`config.mk`:
```
export PLATFORM = sky130hd
export DESIGN_NAME = pmc_rx_frame_assembler_flat
export DESIGN_NICKNAME = d
export VERILOG_FILES = /design/src/rtl/pmc_frame_pkg.sv /design/src/rtl/pmc_rx_frame_assembler_if.sv /design/src/rtl/pmc_byte_gap_timer.sv /design/src/rtl/pmc_rx_frame_assembler.sv /design/src/flat_wrapper.sv
export SDC_FILE = /design/constraint.sdc
export NUM_CORES = 1
export LEC_CHECK = 0
export ABC_AREA = 1
export CORE_MARGIN = 8
export CORE_UTILIZATION = 32
export CTS_CLUSTER_DIAMETER = 150
export DETAILED_ROUTE_END_ITERATION = 16
export SLEW_MARGIN = 20
export SYNTH_ARGS = -nofsm -noshare
export SYNTH_HDL_FRONTEND = slang
export SYNTH_SLANG_ARGS = --single-unit
```
`constraint.sdc`:
```
create_clock -name clk -period 1.8 [get_ports clk]
set_input_delay 0.27 -clock clk [delete_from_list [all_inputs] [get_ports clk]]
set_output_delay 0.27 -clock clk [all_outputs]
set_load 0.1 [all_outputs]
```
`src/rtl/pmc_frame_pkg.sv`:
```
// rtl/pmc_frame_pkg.sv - shared PMC frame constants, field offsets and assembler state type
package pmc_frame_pkg;

    localparam logic [7:0] START_BYTE  = 8'h0F;
    localparam logic [7:0] END_BYTE    = 8'hF0;
    localparam int         FRAME_BYTES = 12;
    localparam int         FRAME_BITS  = FRAME_BYTES * 8;

    // Bit offsets (LSB) of each field inside the 96-bit frame word
    localparam int START_LSB  = 88;
    localparam int HEADER_LSB = 72;
    localparam int DATA_LSB   = 40;
    localparam int ADDR_LSB   = 16;
    localparam int ERROR_LSB  = 8;
    localparam int END_LSB    = 0;

    // Header codes, interpreted downstream by the decoder
    localparam logic [15:0] HDR_READ  = 16'h0001;
    localparam logic [15:0] HDR_WRITE = 16'h0002;

    typedef enum logic [1:0] {
        HUNT    = 2'd0,
        COLLECT = 2'd1,
        HOLD    = 2'd2
    } rx_state_e;

endpackage

```
`src/rtl/pmc_rx_frame_assembler_if.sv`:
```
// rtl/pmc_rx_frame_assembler_if.sv - byte-in / frame-out bus of the PMC frame assembler
// master: UART receiver + decoder side (drives bytes and clear)
// slave : the assembler (drives frame word, flag, error/overrun pulses, frame count)
interface pmc_rx_frame_assembler_if;
    logic [7:0]  iRxData;
    logic        iRxValid;
    logic        iClear;
    logic [95:0] oMsg;
    logic        oRxFlag;
    logic        oFrameErr;
    logic        oOverrun;
    logic [7:0]  oFrameCnt;

    modport master (
        output iRxData, iRxValid, iClear,
        input  oMsg, oRxFlag, oFrameErr, oOverrun, oFrameCnt
    );

    modport slave (
        input  iRxData, iRxValid, iClear,
        output oMsg, oRxFlag, oFrameErr, oOverrun, oFrameCnt
    );
endinterface

```
`src/rtl/pmc_byte_gap_timer.sv`:
```
// rtl/pmc_byte_gap_timer.sv - inter-byte idle timer with expiry pulse
// Ports: clk, reset (sync active-low), en (count while high, cleared while low),
//        restart (clear count; masks expiry), expire (combinational one-cycle pulse)
module pmc_byte_gap_timer #(
    parameter int TIMEOUT_CYCLES = 20000
) (
    input  logic clk,
    input  logic reset,
    input  logic en,
    input  logic restart,
    output logic expire
);
    localparam int W = $clog2(TIMEOUT_CYCLES + 1);

    logic [W-1:0] cnt_q, cnt_d;

    // Expires on the TIMEOUT_CYCLES-th idle clock; a byte on that same clock wins.
    assign expire = en && !restart && (cnt_q == W'(TIMEOUT_CYCLES - 1));

    always_comb begin
        cnt_d = cnt_q + W'(1);
        if (!en || restart || expire) begin
            cnt_d = '0;
        end
    end

    always_ff @(posedge clk) begin
        if (!reset) begin
            cnt_q <= '0;
        end else begin
            cnt_q <= cnt_d;
        end
    end
endmodule

```
`src/rtl/pmc_rx_frame_assembler.sv`:
```
// rtl/pmc_rx_frame_assembler.sv - assembles 12-byte PMC frames from the UART byte stream
// Ports: clk, reset (sync active-low), bus (pmc_rx_frame_assembler_if.slave):
//        iRxData/iRxValid byte strobe, iClear release, oMsg frame word, oRxFlag held flag,
//        oFrameErr / oOverrun one-cycle pulses, oFrameCnt good-frame count.
// Build option: PMC_RX_TIMEOUT_EN enables the inter-byte timeout in COLLECT.
module pmc_rx_frame_assembler
    import pmc_frame_pkg::*;
#(
    parameter int TIMEOUT_CYCLES = 20000
) (
    input  logic                    clk,
    input  logic                    reset,
    pmc_rx_frame_assembler_if.slave bus
);
    rx_state_e   state_q, state_d;
    logic [87:0] shift_q, shift_d;      // first eleven bytes; byte twelve comes straight off the bus
    logic [3:0]  cnt_q, cnt_d;
    logic [95:0] msg_q, msg_d;
    logic        rx_flag_q, rx_flag_d;
    logic        frame_err_q, frame_err_d;
    logic        overrun_q, overrun_d;
    logic [7:0]  frame_cnt_q, frame_cnt_d;

    logic accept;
    logic timeout;
    logic hunting;

`ifdef PMC_RX_TIMEOUT_EN
    pmc_byte_gap_timer #(
        .TIMEOUT_CYCLES (TIMEOUT_CYCLES)
    ) u_gap_timer (
        .clk     (clk),
        .reset   (reset),
        .en      (state_q == COLLECT),
        .restart (accept),
        .expire  (timeout)
    );
`else
    assign timeout = 1'b0;
`endif

    // A clear in HOLD hands the same cycle's byte to the hunt logic.
    assign hunting = (state_q == HUNT) || ((state_q == HOLD) && bus.iClear);

    always_comb begin
        state_d     = state_q;
        shift_d     = shift_q;
        cnt_d       = cnt_q;
        msg_d       = msg_q;
        rx_flag_d   = rx_flag_q;
        frame_err_d = 1'b0;
        overrun_d   = 1'b0;
        frame_cnt_d = frame_cnt_q;
        accept      = 1'b0;

        case (state_q)
            COLLECT: begin
                if (bus.iRxValid) begin
                    accept  = 1'b1;
                    shift_d = {shift_q[79:0], bus.iRxData};
                    cnt_d   = cnt_q + 4'd1;
                    if (cnt_q == 4'(FRAME_BYTES - 1)) begin
                        cnt_d   = '0;
                        state_d = HUNT;
                        if (bus.iRxData == END_BYTE) begin
                            msg_d       = {shift_q, bus.iRxData};
                            rx_flag_d   = 1'b1;
                            frame_cnt_d = frame_cnt_q + 8'd1;
                            state_d     = HOLD;
                        end else begin
                            frame_err_d = 1'b1;
                        end
                    end
                end else if (timeout) begin
                    frame_err_d = 1'b1;
                    cnt_d       = '0;
                    state_d     = HUNT;
                end
            end
            HOLD: begin
                if (bus.iClear) begin
                    rx_flag_d = 1'b0;
                    state_d   = HUNT;
                end else if (bus.iRxValid) begin
                    overrun_d = 1'b1;
                end
            end
            default: ;
        endcase

        if (hunting && bus.iRxValid && (bus.iRxData == START_BYTE)) begin
            shift_d = {80'd0, bus.iRxData};
            cnt_d   = 4'd1;
            state_d = COLLECT;
        end
    end

    always_ff @(posedge clk) begin
        if (!reset) begin
            state_q     <= HUNT;
            shift_q     <= '0;
            cnt_q       <= '0;
            msg_q       <= '0;
            rx_flag_q   <= 1'b0;
            frame_err_q <= 1'b0;
            overrun_q   <= 1'b0;
            frame_cnt_q <= '0;
        end else begin
            state_q     <= state_d;
            shift_q     <= shift_d;
            cnt_q       <= cnt_d;
            msg_q       <= msg_d;
            rx_flag_q   <= rx_flag_d;
            frame_err_q <= frame_err_d;
            overrun_q   <= overrun_d;
            frame_cnt_q <= frame_cnt_d;
        end
    end

    assign bus.oMsg      = msg_q;
    assign bus.oRxFlag   = rx_flag_q;
    assign bus.oFrameErr = frame_err_q;
    assign bus.oOverrun  = overrun_q;
    assign bus.oFrameCnt = frame_cnt_q;
endmodule

```
`src/flat_wrapper.sv`:
```
// flat-port wrapper written by rule: the top's interface ports become plain ports
module pmc_rx_frame_assembler_flat import pmc_frame_pkg::*;
#(
    parameter int TIMEOUT_CYCLES = 20000
)
  (clk, reset, bus_iRxData, bus_iRxValid, bus_iClear, bus_oMsg, bus_oRxFlag, bus_oFrameErr, bus_oOverrun, bus_oFrameCnt);
  pmc_rx_frame_assembler_if bus_i ();
  input  logic clk;
  input  logic reset;
  input wire logic [$bits(bus_i.iRxData)-1:0] bus_iRxData;
  input wire logic [$bits(bus_i.iRxValid)-1:0] bus_iRxValid;
  input wire logic [$bits(bus_i.iClear)-1:0] bus_iClear;
  output wire logic [$bits(bus_i.oMsg)-1:0] bus_oMsg;
  output wire logic [$bits(bus_i.oRxFlag)-1:0] bus_oRxFlag;
  output wire logic [$bits(bus_i.oFrameErr)-1:0] bus_oFrameErr;
  output wire logic [$bits(bus_i.oOverrun)-1:0] bus_oOverrun;
  output wire logic [$bits(bus_i.oFrameCnt)-1:0] bus_oFrameCnt;
  assign bus_i.iRxData = bus_iRxData;
  assign bus_i.iRxValid = bus_iRxValid;
  assign bus_i.iClear = bus_iClear;
  assign bus_oMsg = bus_i.oMsg;
  assign bus_oRxFlag = bus_i.oRxFlag;
  assign bus_oFrameErr = bus_i.oFrameErr;
  assign bus_oOverrun = bus_i.oOverrun;
  assign bus_oFrameCnt = bus_i.oFrameCnt;
  pmc_rx_frame_assembler #(.TIMEOUT_CYCLES(TIMEOUT_CYCLES)) u_core (.clk(clk), .reset(reset), .bus(bus_i));
endmodule
```
==> summary.md <==
| Metric | Value |
|---|---|
| Cts hold-fix bufs | `0` |
| Worst Hold Class | `in -> reg` |
| Clock tree buffer depth | `3` |
| Top-area cell type share of the netlist area | `0.525` |
| Largest area contributor in the netlist | `dfxtp_1` |
| Flop-to-flop setup slack | `190 ps` |
| Synth unique cells | `30` |
| CP endpoint kind | `register` |
| Setup TNS | `0 ps` |
| Top FF cell, synth | `dfxtp_1` |
| Global Route Usage Sum | `0.129` |
| Flops & latches, synth | `201` |
| Syn_nets | `951` |
| Final Non-Filler Cells | `1,381` |
| Hold Path End | `u_core.bus.oFrameCnt[0]$_SDFFE_PN0P_` |
| FP Rows | `56` |
| Worst slew pin tran | `515 ps` |
| Status | `finished clean` |
| Layout cells sized above 1 | `0.236` |
| Max Slew Vio Count | `0` |
| Post-Syn Area | `0.00766 mm^2` |
| Async S/R FF share, synth | `0` |
| Post-Syn Instances | `937` |
| CP required | `2180 ps` |
| Internal power | `7100 uW` |
| Leak | `0.00385 uW` |
| Vias in the first global route | `6,037` |
| Gr ovfl total | `0` |
| Sink Count | `201` |
| Setup violations, final | `0` |
| Die ar. | `0.0291 mm^2` |
| Switching power | `1880 uW` |
| Final hold vios | `0` |
| Core area | `0.0235 mm^2` |
| Synth warn | `0` |
| Synth top area cells | `dfxtp_1 53%, nor2_1 10%, nand2_1 9.8%` |
| H-tree levels | `1` |
| DR vias | `6,218` |
| First-pass GRT wire length | `31,200 um` |
| CTS resizes | `0` |
| R2R cell count | `7` |
| Pwr Density | `879 mW/mm^2` |
| Initial antenna violation count | `0` |
| Diode count | `0` |
| Router iterations before antenna repair | `4` |
| HP Start | `reset` |
| Die width | `171 um` |
| Placed cell count | `1,346` |
| Max Cap Viol | `0` |
| DP HPWL | `13,100 um` |
| Max FO, Critical Path | `37` |
| Clk_skew | `8.59 ps` |
| Util after Layout | `0.435` |
| Fmax | `621 MHz` |
| Combinational power share | `0.029` |
| Syn_area_per_cell | `8.17 um^2` |
| Clk_lat worst skew | `490 ps` |
| Clock Tree Root | `clkbuf_16` |
| Hold Path Cell Cnt | `3` |
| Min Tclk post-route | `1610 ps` |
| Drt drc | `0` |
| RD Place Congestion | `0.788` |
| Max VDD drop | `0.504 mV` |
| IO buf count | `118` |
| Total Routed Length | `19,100 um` |
| CP Class | `reg -> reg` |
| Post-DR wirelength/cell | `13.8 um` |
| Crit share post-route | `0.894` |
| RSZ-0062 raised after global routing | `false` |
| Vias/cell | `4.50` |
| Io pins | `119` |
| # fillers | `2,335` |
| Reg-to-Reg End | `u_core.bus.oMsg[21]$_SDFFE_PN0P_` |
| Clock power frac | `0.476` |
| Post-CTS Setup Bufs | `0` |
| Final net count | `1,065` |
| Antenna Violating Nets Remaining | `0` |
| Hold Slack | `191 ps` |
| Largest net degree at the start of global routing | `56` |
| Initial Util | `0.326` |
| Overall die height | `171 um` |
| Worst reg2reg path startpoint | `u_core.cnt_q[0]$_SDFFE_PN0P_` |
| Flop pwr share | `0.496` |
| CTS tree | `done` |
| Clock-pin slew on the worst setup and hold paths | `60 ps` |
| Slew headroom | `0.657` |
| Syn-to-layout area delta | `33.4%` |
| Register area share after synthesis | `0.525` |
| CTS buffer count | `22` |
| Sw Ratio | `0.209` |
| CP Data Arrival Time | `1990 ps` |
| CP Launch Type | `register` |
| Post-synth EDFFs | `0` |
| DRT iter0 DRCs | `410` |
[cell usage in the layout (no fill, tap or decap), types with 2 or more instances in the layout]
cell / instances
clkbuf_8: 6
o21ai_0: 39
a21oi_2: 60
nand2_4: 2
clkdlybuf4s50_1: 10
clkinv_2: 2
xnor2_1: 2
dfxtp_1: 199
nand3b_1: 8
inv_1: 24
o21ai_2: 5
nor2_1: 210
nand2_1: 201
nor3_1: 5
a21oi_1: 38
clkbuf_16: 23
nand3_1: 13
ha_1: 2
buf_12: 60
nand4_1: 2
buf_4: 81
o21ai_1: 51
clkbuf_1: 3
xor2_1: 3
nand3_2: 2
dfxtp_2: 2
[worst max-delay path, stage by stage, from the launching register on]
cell and delay (ps):
dfxtp_1 380, ha_1 200, nand3_2 170, nor2_8 140
nand2_4 100, buf_12 180, o21ai_0 240, nor2_1 60
[through the flow]
step	worst slack (ps)	instance area [um^2]	total power, uW
after floorplan	27.0	7660	4690
final	191	10200	8980
after CTS	174	10200	9120
after detailed placement	-62.8	9530	4810
after global routing	27.9	10200	9310
after global placement	-59.1	9530	4810
[layout make-up]
type / instances / area (um^2) / share of cell area
Clock inverter: 3 / 17.5 / 0.00171
Inverter: 26 / 100 / 0.00979
Sequential cell: 201 / 4030 / 0.394
Clock buffer: 32 / 669 / 0.0655
Tap cell: 319 / 399 / 0.0391
Timing Repair Buffer: 151 / 1910 / 0.187
Multi-Input combinational cell: 649 / 3100 / 0.303
[worst max-delay path by stage]
stage,startpoint,end,slack [ps]
2_1_floorplan,u_core.bus.oFrameCnt[3]$_SDFFE_PN0P_,u_core.bus.oFrameCnt[6]$_SDFFE_PN0P_,30
3_3_place_gp,bus_iRxData[7],u_core.bus.oMsg[25]$_SDFFE_PN0P_,-60
3_5_place_dp,bus_iRxValid,u_core.bus.oMsg[25]$_SDFFE_PN0P_,-60
4_1_cts,u_core.cnt_q[0]$_SDFFE_PN0P_,u_core.bus.oMsg[25]$_SDFFE_PN0P_,170
5_1_grt,u_core.cnt_q[0]$_SDFFE_PN0P_,u_core.bus.oMsg[25]$_SDFFE_PN0P_,30
6_report,u_core.cnt_q[0]$_SDFFE_PN0P_,u_core.bus.oMsg[21]$_SDFFE_PN0P_,190
[cells by family after synthesis]
group           Yosys count  synth area share
flops                   201             0.525
buf+inv                  87            0.0715
simple gates            449             0.236
xor+xnor                  5           0.00572
fa+ha+maj                 2           0.00327
compound gates          193             0.158
[Yosys cell counts, types with 2 or more instances]
cell type / n
o21ai_0: 39
nor2_2: 2
nand3_1: 13
a21oi_2: 60
buf_2: 10
nor3_1: 5
nand3b_1: 8
o21ai_2: 5
clkbuf_1: 21
nor2_1: 210
nand3_2: 2
nand2_1: 201
buf_4: 5
nand4_1: 2
buf_6: 25
inv_1: 24
o21ai_1: 51
ha_1: 2
xor2_1: 3
xnor2_1: 2
a21oi_1: 38
dfxtp_1: 201
[power by group through the flow]
stage | clock [uW] | sequential (uW) | combinational [uW]
2_1_floorplan | 0 | 4550 | 147
3_3_place_gp | 0 | 4550 | 261
3_5_place_dp | 0 | 4550 | 259
4_1_cts | 4410 | 4450 | 261
5_1_grt | 4580 | 4450 | 285
6_report | 4270 | 4450 | 258
[sequential cells by signal, summed over array words and instances (netlist names)]
signal and count:
u_core.bus.oFrameCnt 8, u_core.bus.oRxFlag 1, u_core.bus.oMsg 96, u_core.bus.oOverrun 1, u_core.state_q 2, u_core.cnt_q 4, u_core.bus.oFrameErr 1, u_core.shift_q 88
[layer usage]
layer / track usage / vias up / wire (um)
li1: - / 3223 / -
met5: 0 / - / 0
met2: 0.209 / 124 / 8730
met1: 0.169 / 2845 / 8830
met4: 0.0309 / 0 / 372
met3: 0.0320 / 26 / 1200
Note: power is estimated with default switching activity, not from simulation.
